--- src/rtl/core_pkg.sv ---
`default_nettype none
// ----------------------------------------------------------------------------
// core_pkg : register-file geometry shared by the RV32I core blocks
// Revision : 1.0
// ----------------------------------------------------------------------------
package core_pkg;
  localparam int NREG = 32;
  localparam int AW   = $clog2(NREG);

  typedef logic [AW-1:0]   reg_idx_t;
  typedef logic [NREG-1:0] busy_vec_t;

  localparam reg_idx_t REG_X0 = '0;
endpackage
`default_nettype wire

--- src/rtl/sb_busy_array.sv ---
`default_nettype none
// ----------------------------------------------------------------------------
// sb_busy_array : one busy flop per architectural register, set/clear ports
// Revision      : 1.0
// ----------------------------------------------------------------------------
module sb_busy_array
  import core_pkg::*;
(
  input  logic            clk,
  input  logic            rst_n,
  input  logic            set_en,
  input  logic [AW-1:0]   set_idx,
  input  logic            clr_en,
  input  logic [AW-1:0]   clr_idx,
  input  logic [AW-1:0]   rs1_idx,
  input  logic [AW-1:0]   rs2_idx,
  input  logic [AW-1:0]   rd_idx,
  output logic            rs1_busy,
  output logic            rs2_busy,
  output logic            rd_busy,
  output logic [NREG-1:0] busy_vec
);

  busy_vec_t w_busy;

  // x0 has no flop: it can never hold a pending write
  assign w_busy[0] = 1'b0;

  for (genvar i = 1; i < NREG; i++) begin : g_bit
    localparam reg_idx_t c_idx = reg_idx_t'(i);
    logic r_busy;

    always_ff @(posedge clk or negedge rst_n) begin
      if (!rst_n) begin
        r_busy <= 1'b0;
      end else if (set_en && set_idx == c_idx) begin
        r_busy <= 1'b1;
      end else if (clr_en && clr_idx == c_idx) begin
        r_busy <= 1'b0;
      end
    end

    assign w_busy[i] = r_busy;
  end

  assign rs1_busy = w_busy[rs1_idx];
  assign rs2_busy = w_busy[rs2_idx];
  assign rd_busy  = w_busy[rd_idx];
  assign busy_vec = w_busy;

endmodule
`default_nettype wire

--- src/rtl/reg_scoreboard_ctrl.sv ---
`default_nettype none
// ----------------------------------------------------------------------------
// reg_scoreboard_ctrl : RAW/WAW hazard scoreboard and IF/ID, ID/EX enables
// Revision            : 1.0
// ----------------------------------------------------------------------------
module reg_scoreboard_ctrl
  import core_pkg::*;
#(
  parameter int CNTW = 3
) (
  input  logic            clk,
  input  logic            rst_n,
  input  logic            id_valid,
  input  logic [AW-1:0]   id_rs1,
  input  logic            id_rs1_used,
  input  logic [AW-1:0]   id_rs2,
  input  logic            id_rs2_used,
  input  logic [AW-1:0]   id_rd,
  input  logic            id_rd_wen,
  input  logic            wb_valid,
  input  logic [AW-1:0]   wb_rd,
  input  logic            wb_wen,
  input  logic            flush,
  input  logic            mem_stall,
  output logic            stall,
  output logic            if_id_en,
  output logic            id_ex_en,
  output logic            id_ex_bubble,
  output logic            issue,
  output logic [NREG-1:0] busy_vec,
  output logic [CNTW-1:0] inflight,
  output logic            idle
);

  localparam logic [CNTW-1:0] c_cnt_max = {CNTW{1'b1}};

  logic            w_rs1_busy, w_rs2_busy, w_rd_busy;
  logic            w_raw, w_waw, w_stall, w_issue;
  logic            w_set, w_clr;
  logic [CNTW-1:0] r_inflight;

  // Busy bits are registered, so a register retiring this cycle still reads busy
  assign w_raw = (id_rs1_used && id_rs1 != REG_X0 && w_rs1_busy) ||
                 (id_rs2_used && id_rs2 != REG_X0 && w_rs2_busy);
  assign w_waw = id_rd_wen && id_rd != REG_X0 && w_rd_busy;

  assign w_stall = rst_n && id_valid && !flush && (w_raw || w_waw);
  assign w_issue = rst_n && id_valid && !flush && !w_stall && !mem_stall;

  assign w_set = w_issue && id_rd_wen && id_rd != REG_X0;
  assign w_clr = wb_valid && wb_wen && wb_rd != REG_X0;

  sb_busy_array u_busy (
    .clk      (clk),
    .rst_n    (rst_n),
    .set_en   (w_set),
    .set_idx  (id_rd),
    .clr_en   (w_clr),
    .clr_idx  (wb_rd),
    .rs1_idx  (id_rs1),
    .rs2_idx  (id_rs2),
    .rd_idx   (id_rd),
    .rs1_busy (w_rs1_busy),
    .rs2_busy (w_rs2_busy),
    .rd_busy  (w_rd_busy),
    .busy_vec (busy_vec)
  );

  always_ff @(posedge clk or negedge rst_n) begin
    if (!rst_n) begin
      r_inflight <= '0;
    end else if (w_set && !w_clr && r_inflight != c_cnt_max) begin
      r_inflight <= r_inflight + 1'b1;
    end else if (w_clr && !w_set && r_inflight != '0) begin
      r_inflight <= r_inflight - 1'b1;
    end
  end

  // Reset forces a frozen pipeline with a bubble in ID/EX
  assign stall        = w_stall;
  assign issue        = w_issue;
  assign if_id_en     = rst_n && !w_stall && !mem_stall;
  assign id_ex_en     = rst_n && !mem_stall;
  assign id_ex_bubble = !rst_n || (!mem_stall && (w_stall || flush || !id_valid));
  assign inflight     = r_inflight;
  assign idle         = !rst_n || (r_inflight == '0);

  a_no_underflow : assert property (@(posedge clk) disable iff (!rst_n)
    w_clr |-> busy_vec[wb_rd]);
  a_no_overflow  : assert property (@(posedge clk) disable iff (!rst_n)
    (w_set && !w_clr) |-> (r_inflight != c_cnt_max));

endmodule
`default_nettype wire
--- config.mk ---
export PLATFORM = sky130hd
export DESIGN_NAME = reg_scoreboard_ctrl
export DESIGN_NICKNAME = d
export VERILOG_FILES = /design/src/rtl/core_pkg.sv /design/src/rtl/sb_busy_array.sv /design/src/rtl/reg_scoreboard_ctrl.sv
export SDC_FILE = /design/constraint.sdc
export NUM_CORES = 1
export LEC_CHECK = 0
export ABC_CLOCK_PERIOD_IN_PS = 4600
export CAP_MARGIN = 20
export CORE_ASPECT_RATIO = 0.9
export CORE_MARGIN = 1
export CORE_UTILIZATION = 35
export CTS_CLUSTER_DIAMETER = 200
export CTS_CLUSTER_SIZE = 30
export DETAILED_ROUTE_END_ITERATION = 7
export PLACE_DENSITY = 0.68
export SLEW_MARGIN = 20
export SYNTH_ARGS = -nofsm -noshare
export SYNTH_HDL_FRONTEND = slang
export SYNTH_SLANG_ARGS = --single-unit
--- constraint.sdc ---
create_clock -name clk -period 4.6 [get_ports clk]
set_input_delay 1.15 -clock clk [delete_from_list [all_inputs] [get_ports clk]]
set_output_delay 1.15 -clock clk [all_outputs]
set_load 0.02 [all_outputs]
Yosys cells after proc, flatten, opt, wreduce, memory -nomap -nowiden
Cells that the tools add are included.

word-level totals
  register bits = 34
  bits in latches = 0
  RAM bits = 0
  memory bits (read-only) = 0
  memories kept = 0

operators by class
  add/subtract/negate cells = 2
  multiply operators = 0
  divide/modulo/power cells = 0
  order comparisons = 3
  equality and inequality tests = 63
  shift-type cells = 0
  multiplexer cells = 70
  bitwise gates (word level) = 0
  reduce and logical (&&, ||, !) cells = 136

operators by type and width
  cell                                                         number
  == test 5 bit (second input constant)                        32
  logical AND 1 bit                                            85
  == test 5 x 4 -> 1 bit (second input constant)               16
  2-to-1 mux 1 bit                                             65
  nonzero test 2 bit                                           32
  == test 5 x 3 -> 1 bit (second input constant)               8
  == test 5 x 2 -> 1 bit (second input constant)               4
  nonzero test 5 bit                                           4
  less-than comparator 5 x 6 -> 1 bit (second input constant)  3
  binary-select mux 1 bit (select 5 bit)                       3
  == test 5 x 1 -> 1 bit (second input constant)               2
  zero test 1 bit                                              7
  logical OR 1 bit                                             6
  2-to-1 mux 3 bit                                             2
  adder 3 x 1 -> 3 bit (second input constant)                 1
  zero test 3 bit                                              1
  inequality test 3 bit (second input constant)                1
  nonzero test 3 bit                                           1
  subtractor 3 x 1 -> 3 bit (second input constant)            1

Depth between registers and ports, before layout
Gate-level depths: netlist of the first run.

  depth in word-level cells = 16
  gate-level depth with buffers = 14
  mapped depth without buffers = 11

Hierarchy
Synthesis of the first run repeated with hierarchy kept, for this count alone.

unflattened totals
  cells, all modules = 328
  area, all modules = 2891.5 sq um

modules (own cells, without submodules)
  module               instances  cells each  area an instance (sq um)
  sb_busy_array        1          269         2424.8
  reg_scoreboard_ctrl  1          59          466.7

Worst setup path after synthesis of the first run
No wires, ideal clock.

  kind = input -> output
  start point = in id_rs1[0]
  end point = out if_id_en
  data arrival time = 3.386 ns
  data required time = 3.450 ns
  slack = 0.064 ns
  stages = 7
  cell sequence = buf_2 > mux4_2 > mux4_2 > o221ai_4 > o211ai_1 > and4b_1 > nor2_1

on the way
  longest elaborated chain between the ends = 9
  elaborated cells on any way between the ends = 11
  classes of those cells = mux (2); reduce/logical (9)

ends and longest elaborated chain
  element                                                                              line                                            RTL
  from (decl)                                                                          reg_scoreboard_ctrl.sv:14                       input logic [AW-1:0] id_rs1,
  binary-select mux 1 bit (select 5 bit) / nonzero test 5 bit (equally long branches)  sb_busy_array.sv:46, reg_scoreboard_ctrl.sv:43
  2-to-1 mux 1 bit (not written as such) / logical AND 1 bit (equally long branches)   sb_busy_array.sv:46, reg_scoreboard_ctrl.sv:43
  logical AND 1 bit (*)                                                                reg_scoreboard_ctrl.sv:43                       assign w_raw = (id_rs1_used && id_rs1 != REG_X0 && w_rs1_busy) ||
  logical OR 1 bit (*)                                                                 reg_scoreboard_ctrl.sv:43
  logical OR 1 bit (*)                                                                 reg_scoreboard_ctrl.sv:47                       assign w_stall = rst_n && id_valid && !flush && (w_raw || w_waw);
  logical AND 1 bit (*)                                                                reg_scoreboard_ctrl.sv:47
  via stall                                                                            reg_scoreboard_ctrl.sv:25                       output logic stall,
  zero test 1 bit (*)                                                                  reg_scoreboard_ctrl.sv:82                       assign if_id_en = rst_n && !w_stall && !mem_stall;
  logical AND 1 bit (*) (2 in a row)                                                   reg_scoreboard_ctrl.sv:82
  to (decl)                                                                            reg_scoreboard_ctrl.sv:26                       output logic if_id_en,

The timed path passes the listed nets; every way through them passes the cells marked *. The select of a mux whose other input is x is not followed.

Worst setup path after layout of the first run
  start point = in id_rs2[3]
  end point = out stall

on the way
  longest elaborated chain between the ends = 6
  elaborated cells on any way between the ends = 8
  classes of those cells = mux (2); reduce/logical (6)

ends and longest elaborated chain
  element                                                                              line                                            RTL
  from (decl)                                                                          reg_scoreboard_ctrl.sv:16                       input logic [AW-1:0] id_rs2,
  binary-select mux 1 bit (select 5 bit) / nonzero test 5 bit (equally long branches)  sb_busy_array.sv:47, reg_scoreboard_ctrl.sv:44
  2-to-1 mux 1 bit (not written as such) / logical AND 1 bit (equally long branches)   sb_busy_array.sv:47, reg_scoreboard_ctrl.sv:44
  logical AND 1 bit (*)                                                                reg_scoreboard_ctrl.sv:44                       (id_rs2_used && id_rs2 != REG_X0 && w_rs2_busy);
  logical OR 1 bit (*)                                                                 reg_scoreboard_ctrl.sv:43
  logical OR 1 bit (*)                                                                 reg_scoreboard_ctrl.sv:47
  logical AND 1 bit (*)                                                                reg_scoreboard_ctrl.sv:47
  to (decl)                                                                            reg_scoreboard_ctrl.sv:25

Every way passes the cells marked *; elsewhere a longest branch is shown, timed or not. The select of a mux whose other input is x is not followed.

==> results.py, run 1 <==
metrics = {
    "sta": {
        "hold_violations": 0,
        "setup_viol": 0,
        "fin_setup_tns_ns": 0,
        "fmax_ghz": 0.223,
        "slew_headroom_pct": 35.2,
        "slew_viol_final": 0,
        "layout_min_cycle_time_ns": 4.49,
        "tightest_slew_ns": 0.957,
        "holdWs_ns": 0.638,
        "period_share_pct": 97.7,
        "skew_ns": 0.00661,
    },
    "logic_synthesis": {
        "synth_flop_cell": "dfrtp_1",
        "synth.area.top_cells": "dfrtp_1 (29%), mux4_2 (11%), o21ai_0 (10%)",
        "synth-edff-count": 0,
        "syn-num-nets": 333,
        "synthCells": 302,
        "synth.top_cell.area_share_pct": 29.1,
        "seq_area_frac_synth_pct": 29.1,
        "synth-seq-cells": 34,
        "yosysUniqueCellTypes": 54,
        "netlist_area_sq_um": 2920,
        "netlist.top_cell.by_area": "dfrtp_1",
        "yosys_warnings": 0,
        "async_reset_ff_share_pct": 100,
        "synth.avg_cell_area_sq_um": 9.67,
    },
    "route": {
        "dr_wl_met3_microns": 620,
        "first_iter_violations": 214,
        "vias_per_cell": 5.89,
        "drtAntennaViolNets": 0,
        "wl_per_cell_microns": 19.8,
        "wl_met2_microns": 4260,
        "wl_met1_microns": 4200,
        "remaining_drc_errors": 1,
        "wirelength_microns": 9190,
        "num_vias": 2735,
        "dr.max_layer_used": "met4",
        "first_pass_iters": 8,
    },
    "global_route": {
        "antenna_found_initial": 0,
        "grtUsageTotal_pct": 21.4,
        "globalRoute.totalOverflow": 0,
        "grt_pass1_vias": 2646,
        "grt_pass1_wl_microns": 14200,
        "grt_start_max_net_pins": 31,
    },
    "min_path": {
        "hp-class": "reg -> reg",
        "hold_start": "u_busy.g_bit[16].r_busy",
        "hold_depth": 2,
        "hold_end": "u_busy.g_bit[16].r_busy",
    },
    "floorplanning": {
        "ios": 71,
        "die_w_microns": 98.3,
        "die_area_sq_um": 8710,
        "floorplan.initialDensity_pct": 36.2,
        "fp.dieH_microns": 88.7,
        "rows": 31,
        "coreArea_sq_um": 8070,
    },
    "flow_run": {
        "cap_violations": 0,
    },
    "power": {
        "finalPower_mw": 0.912,
        "p_per_area_nw_per_um2": 241,
        "ir_drop_v": 0.000124,
        "p_leak_nw": 1.53,
    },
    "setup_path": {
        "r2r-start": "u_busy.g_bit[30].r_busy",
        "cp-startpoint": "id_rs2[3]",
        "crit_fanout": 3,
        "crit_path_end_kind": "output port",
        "arrival_ns": 3.34,
        "critPathLaunchType": "input pin",
        "crit_required_ns": 3.45,
        "reg2reg_to": "inflight[1]",
        "regToRegSetupSlack_ns": 1.05,
        "critical_path_class": "in -> out",
        "ff2ff_path_depth": 12,
    },
    "cells_and_area": {
        "fin_cells": 464,
        "mostFrequentLayoutCells": "o21ai_0 (60), clkdlybuf4s50_1 (60), dfrtp_1 (34), buf_4 (32), nand2_1 (18)",
        "nNetsFinal": 395,
        "fin_util_pct": 46.9,
        "syn2layout_area_growth_pct": 29.5,
        "antenna_cells": 0,
        "drive_gt1_share_pct": 23.0,
    },
    "clock_tree": {
        "cts_made_buffers": 5,
        "clk_latency_ns": 0.28,
        "clockBufferDepth": 2,
        "clock_tree.root_cell": "clkbuf_8",
        "clk_pin_slew_worst_paths_ns": 0.07,
        "cts_sinks": 34,
        "h-tree-depth": 2,
        "cts_tree": "built",
        "ctsHoldBuffers": 0,
    },
    "placement": {
        "dp.cells": 454,
        "routabilityCongestion": 0.921,
        "port_buffers": 69,
        "detailed_place_hpwl_microns": 7050,
    },
    "run_status": {
        "outcome": "finished with violations",
        "violations": "design-rule violations",
    },
}
state kept, by name (all words and copies together), names as in the netlist:
signal / cells
inflight: 3
u_busy.g_bit.r_busy: 31
critical path, cell delays in order:
cell,delay (ns)
clkdlybuf4s50_1,0.49
or3b_2,0.44
o221ai_1,0.17
a211oi_1,0.08
a311o_1,0.36
o211ai_1,0.14
and4b_1,0.25
clkdlybuf4s15_2,0.27
through the flow:
step	instance area (sq um)	worst slack, ns
finish	3780	0.108
global route	3780	-0.0328
CTS	3780	0.0438
detailed placement	3650	-0.666
global placement	3650	-0.595
floorplan	2920	0.0641
logic make-up after synthesis:
family / Yosys count / share of synthesized area (%)
AO/OA/AOI/OAI: 96 / 22.1
adder cells (fa/ha/maj): 1 / 0.686
buffers and inverters: 55 / 12.2
flip-flops: 34 / 29.1
multiplexers: 33 / 20.3
other: 1 / 0.128
AND/OR/NAND/NOR: 82 / 15.5
power breakdown:
part           internal, mW  leakage, nW  switching [mW]  total (mW)
clock                 0.162       0.0524           0.105       0.267
sequential            0.314        0.471          0.0352       0.349
combinational         0.150         1.01           0.147       0.296
cells in the mapped netlist, types with 4 or more instances:
library cell	number
inv_1	6
buf_4	32
nor2_1	16
mux2i_1	10
mux2_2	4
clkbuf_1	12
o21ai_0	60
nand3_1	7
nand2_1	18
o21ai_2	7
nor2b_1	5
mux4_1	5
nand3b_1	8
nand2b_1	7
mux4_2	14
dfrtp_1	34
or3_1	6
worst max path at each step:
| stage | endpoint | slack (ns) |
|---|---|---|
| 2_1_floorplan | if_id_en | 0.06 |
| 3_3_place_gp | if_id_en | -0.59 |
| 3_5_place_dp | if_id_en | -0.67 |
| 4_1_cts | issue | 0.04 |
| 5_1_grt | issue | -0.03 |
| 6_report | stall | 0.11 |
layer usage:
layer  up-vias  global-route usage [%]
met5         -                       0
met4         0                    6.51
met3         8                    3.79
met2       112                    34.6
met1      1373                    29.6
li1       1242                       -
layout make-up:
cell class	instances	area [sq um]
Clock inverter	1	30.0
Multi-Input combinational cell	213	1740
Sequential cell	34	851
Clock buffer	7	76.3
Tap cell	99	124
Timing Repair Buffer	104	940
Fill cell	782	4290
Inverter	6	22.5
timing repair:
item | in CTS | in global routing
cloned | 1 | 0
gates resized for setup | 23 | 5
pin swaps | 1 | 1
endpoints found under the setup margin | 6 | 4
hold endpoints to repair | 0 | 0
setup buffers | 1 | 0
No activity file was read; power rests on OpenSTA's default activity.
==> inputs of run 2 (changes only) <==
ABC_AREA = 1   (was unset)
PLACE_DENSITY = 0.67   (was 0.68)
==> run 2 against run 1 <==
The flow now finishes without violations. Register-to-register slack better by 1.1 ns. Maximum frequency is 5.9% higher. First-iteration DRC count is 2.3% higher. Synthesized area is 9.8% higher. Sequential share of layout area is 1.4 points lower. Critical path type unchanged. Highest routed layer unchanged.
==> results.py, run 2 <==
metrics = {
    "run_status": {
        "outcome": "finished clean",
    },
    "floorplanning": {
        "coreArea_sq_um": 8730,
        "rows": 32,
        "floorplan.initialDensity_pct": 36.7,
        "fp.dieH_microns": 92.8,
        "ios": 71,
        "die_area_sq_um": 9550,
        "die_w_microns": 103,
    },
    "min_path": {
        "hp-class": "reg -> reg",
    },
    "cells_and_area": {
        "n_fill_cell": 937,
        "mostFrequentLayoutCells": "nand2_1 (140), nand3_1 (75), clkdlybuf4s50_1 (63), inv_1 (57), dfrtp_1 (34)",
        "drive_gt1_share_pct": 11.9,
        "antenna_cells": 0,
        "largest-register": "u_busy.g_bit.r_busy",
        "final_common_cell": "nand2_1",
        "nNetsFinal": 593,
        "syn2layout_area_growth_pct": 25.8,
        "largest_register_ffs": 31,
        "fin_util_pct": 46.2,
        "design_area_sq_um": 4030,
    },
    "logic_synthesis": {
        "netlist_area_sq_um": 3210,
        "synth_flop_cell": "dfrtp_1",
        "async_reset_ff_share_pct": 100,
        "yosysUniqueCellTypes": 35,
        "synthCells": 505,
        "syn-num-nets": 536,
        "yosysMostFrequentCell": "nand2_1",
        "yosys_warnings": 0,
        "synth-edff-count": 0,
        "netlist.top_cell.by_area": "dfrtp_1",
        "synth.avg_cell_area_sq_um": 6.35,
        "synthTopCellsByCount": "nand2_1 (140), nand3_1 (75), inv_1 (57)",
        "seq_area_frac_synth_pct": 26.5,
        "synth.area.top_cells": "dfrtp_1 (27%), nand2_1 (16%), nand3_1 (12%)",
        "synth-seq-cells": 34,
        "synth.top_cell.area_share_pct": 26.5,
    },
    "sta": {
        "slew_viol_final": 0,
        "tightest_slew_ns": 0.528,
        "fmax_ghz": 0.236,
        "hold_violations": 0,
        "holdWs_ns": 0.575,
        "period_share_pct": 92.3,
        "setup_viol": 0,
        "fin_setup_tns_ns": 0,
        "slew_headroom_pct": 64.8,
        "skew_ns": 0.00333,
        "rsz0062_at_grt": "false",
        "setup_slack_ns": 0.356,
        "layout_min_cycle_time_ns": 4.24,
    },
    "placement": {
        "detailed_place_hpwl_microns": 8980,
        "pre_cts_ws_ns": -0.0872,
        "routabilityCongestion": 0.975,
        "placed_area_sq_um": 3950,
        "port_buffers": 69,
    },
    "power": {
        "p_sw_mw": 0.492,
        "p_leak_nw": 1.86,
        "switching_share_pct": 41.0,
        "intPower_mw": 0.708,
        "p_per_area_nw_per_um2": 298,
        "ir_drop_v": 0.000153,
        "p_comb_share_pct": 46.0,
        "clkPwrFrac_pct": 19.4,
        "seqPwrFrac_pct": 34.6,
    },
    "clock_tree": {
        "clk_pin_slew_worst_paths_ns": 0.07,
        "cts_sinks": 34,
        "cts_made_buffers": 5,
        "cts_tree": "built",
        "h-tree-depth": 2,
        "ctsHoldBuffers": 0,
        "clk_latency_ns": 0.29,
        "clock_tree.root_cell": "clkbuf_8",
        "post_cts_buffers": 0,
        "clockBufferDepth": 2,
        "cts-resized-gates": 3,
    },
    "route": {
        "first_pass_iters": 5,
        "wl_per_cell_microns": 17.0,
        "num_vias": 3547,
        "first_iter_violations": 219,
        "wirelength_microns": 11600,
        "vias_per_cell": 5.20,
        "drtAntennaViolNets": 0,
        "remaining_drc_errors": 0,
    },
    "global_route": {
        "grt_start_max_net_pins": 36,
        "antenna_found_initial": 0,
        "globalRoute.totalOverflow": 0,
        "grt_pass1_wl_microns": 18300,
        "grt_pass1_vias": 3448,
        "grtUsageTotal_pct": 25.7,
    },
    "setup_path": {
        "critPathLaunchType": "input pin",
        "crit_fanout": 18,
        "critical_path_class": "in -> out",
        "crit_required_ns": 3.45,
        "crit_path_end_kind": "output port",
        "arrival_ns": 3.09,
    },
    "flow_run": {
        "cap_violations": 0,
    },
}
==> run 2: final timing paths <==
path,depth (start not counted),start,slack [ns],endpoint
worst max-delay path,17,id_rd[0],0.36,if_id_en
worst min-delay path,2,u_busy.g_bit[19].r_busy,0.58,u_busy.g_bit[19].r_busy
worst max register to register,13,u_busy.g_bit[15].r_busy,2.10,u_busy.g_bit[18].r_busy
worst min register to register,2,u_busy.g_bit[19].r_busy,0.58,u_busy.g_bit[19].r_busy
max in group asynchronous,2,rst_n,3.36,u_busy.g_bit[5].r_busy
min in group asynchronous,2,rst_n,0.91,u_busy.g_bit[3].r_busy
==> run 2: worst max-delay path: stages <==
cell and delay (ns):
clkdlybuf4s50_1 0.51, buf_12 0.18, inv_4 0.07, nand2_1 0.10, nor2_1 0.05, nor2_1 0.08
nand2_1 0.05, nand2_1 0.05, nand2_1 0.04, nor2_1 0.08, nand2_1 0.06, nand2_1 0.10
nand3_1 0.11, nand2_1 0.08, inv_1 0.04, nor3_1 0.13, clkbuf_2 0.20
==> run 2: per-stage QoR <==
step           power (mW)  instances
4_1_cts              1.20        682
3_3_place_gp        0.962        674
5_1_grt              1.28        682
2_1_floorplan       0.764        505
3_5_place_dp        0.969        674
6_report             1.20        682
==> run 2: final cells by class <==
type,instances,area (sq um),share of cell area (%)
repair buffers,102,952,23.6
well taps,119,149,3.69
clock buffers,7,86.3,2.14
flip-flops and latches,34,851,21.1
inverters,64,243,6.02
multi-input cells,355,1750,43.3
clock inverters,1,5.00,0.124
==> run 2: power by group through the flow <==
stage | registers, mW | logic [mW] | clock network [mW]
after floorplan | 0.415 | 0.349 | 0
after global placement | 0.419 | 0.543 | 0
after detailed placement | 0.420 | 0.548 | 0
after CTS | 0.415 | 0.550 | 0.239
after global routing | 0.424 | 0.602 | 0.256
final | 0.415 | 0.552 | 0.233
==> run 2: per-layer routing <==
layer | wire length (microns) | up-vias | global-route usage [%]
met5 | 0 | - | 0
met4 | 132 | 0 | 5.40
met2 | 5210 | 156 | 40.0
met3 | 883 | 14 | 4.23
li1 | - | 1744 | -
met1 | 5370 | 1633 | 37.0
==> run 2: kinds of logic after synthesis <==
kind of cell	synth area share, %
fa+ha+maj	0.624
simple gates	39.2
flops	26.5
buf+inv	19.0
compound gates	14.6
other cells	0.117
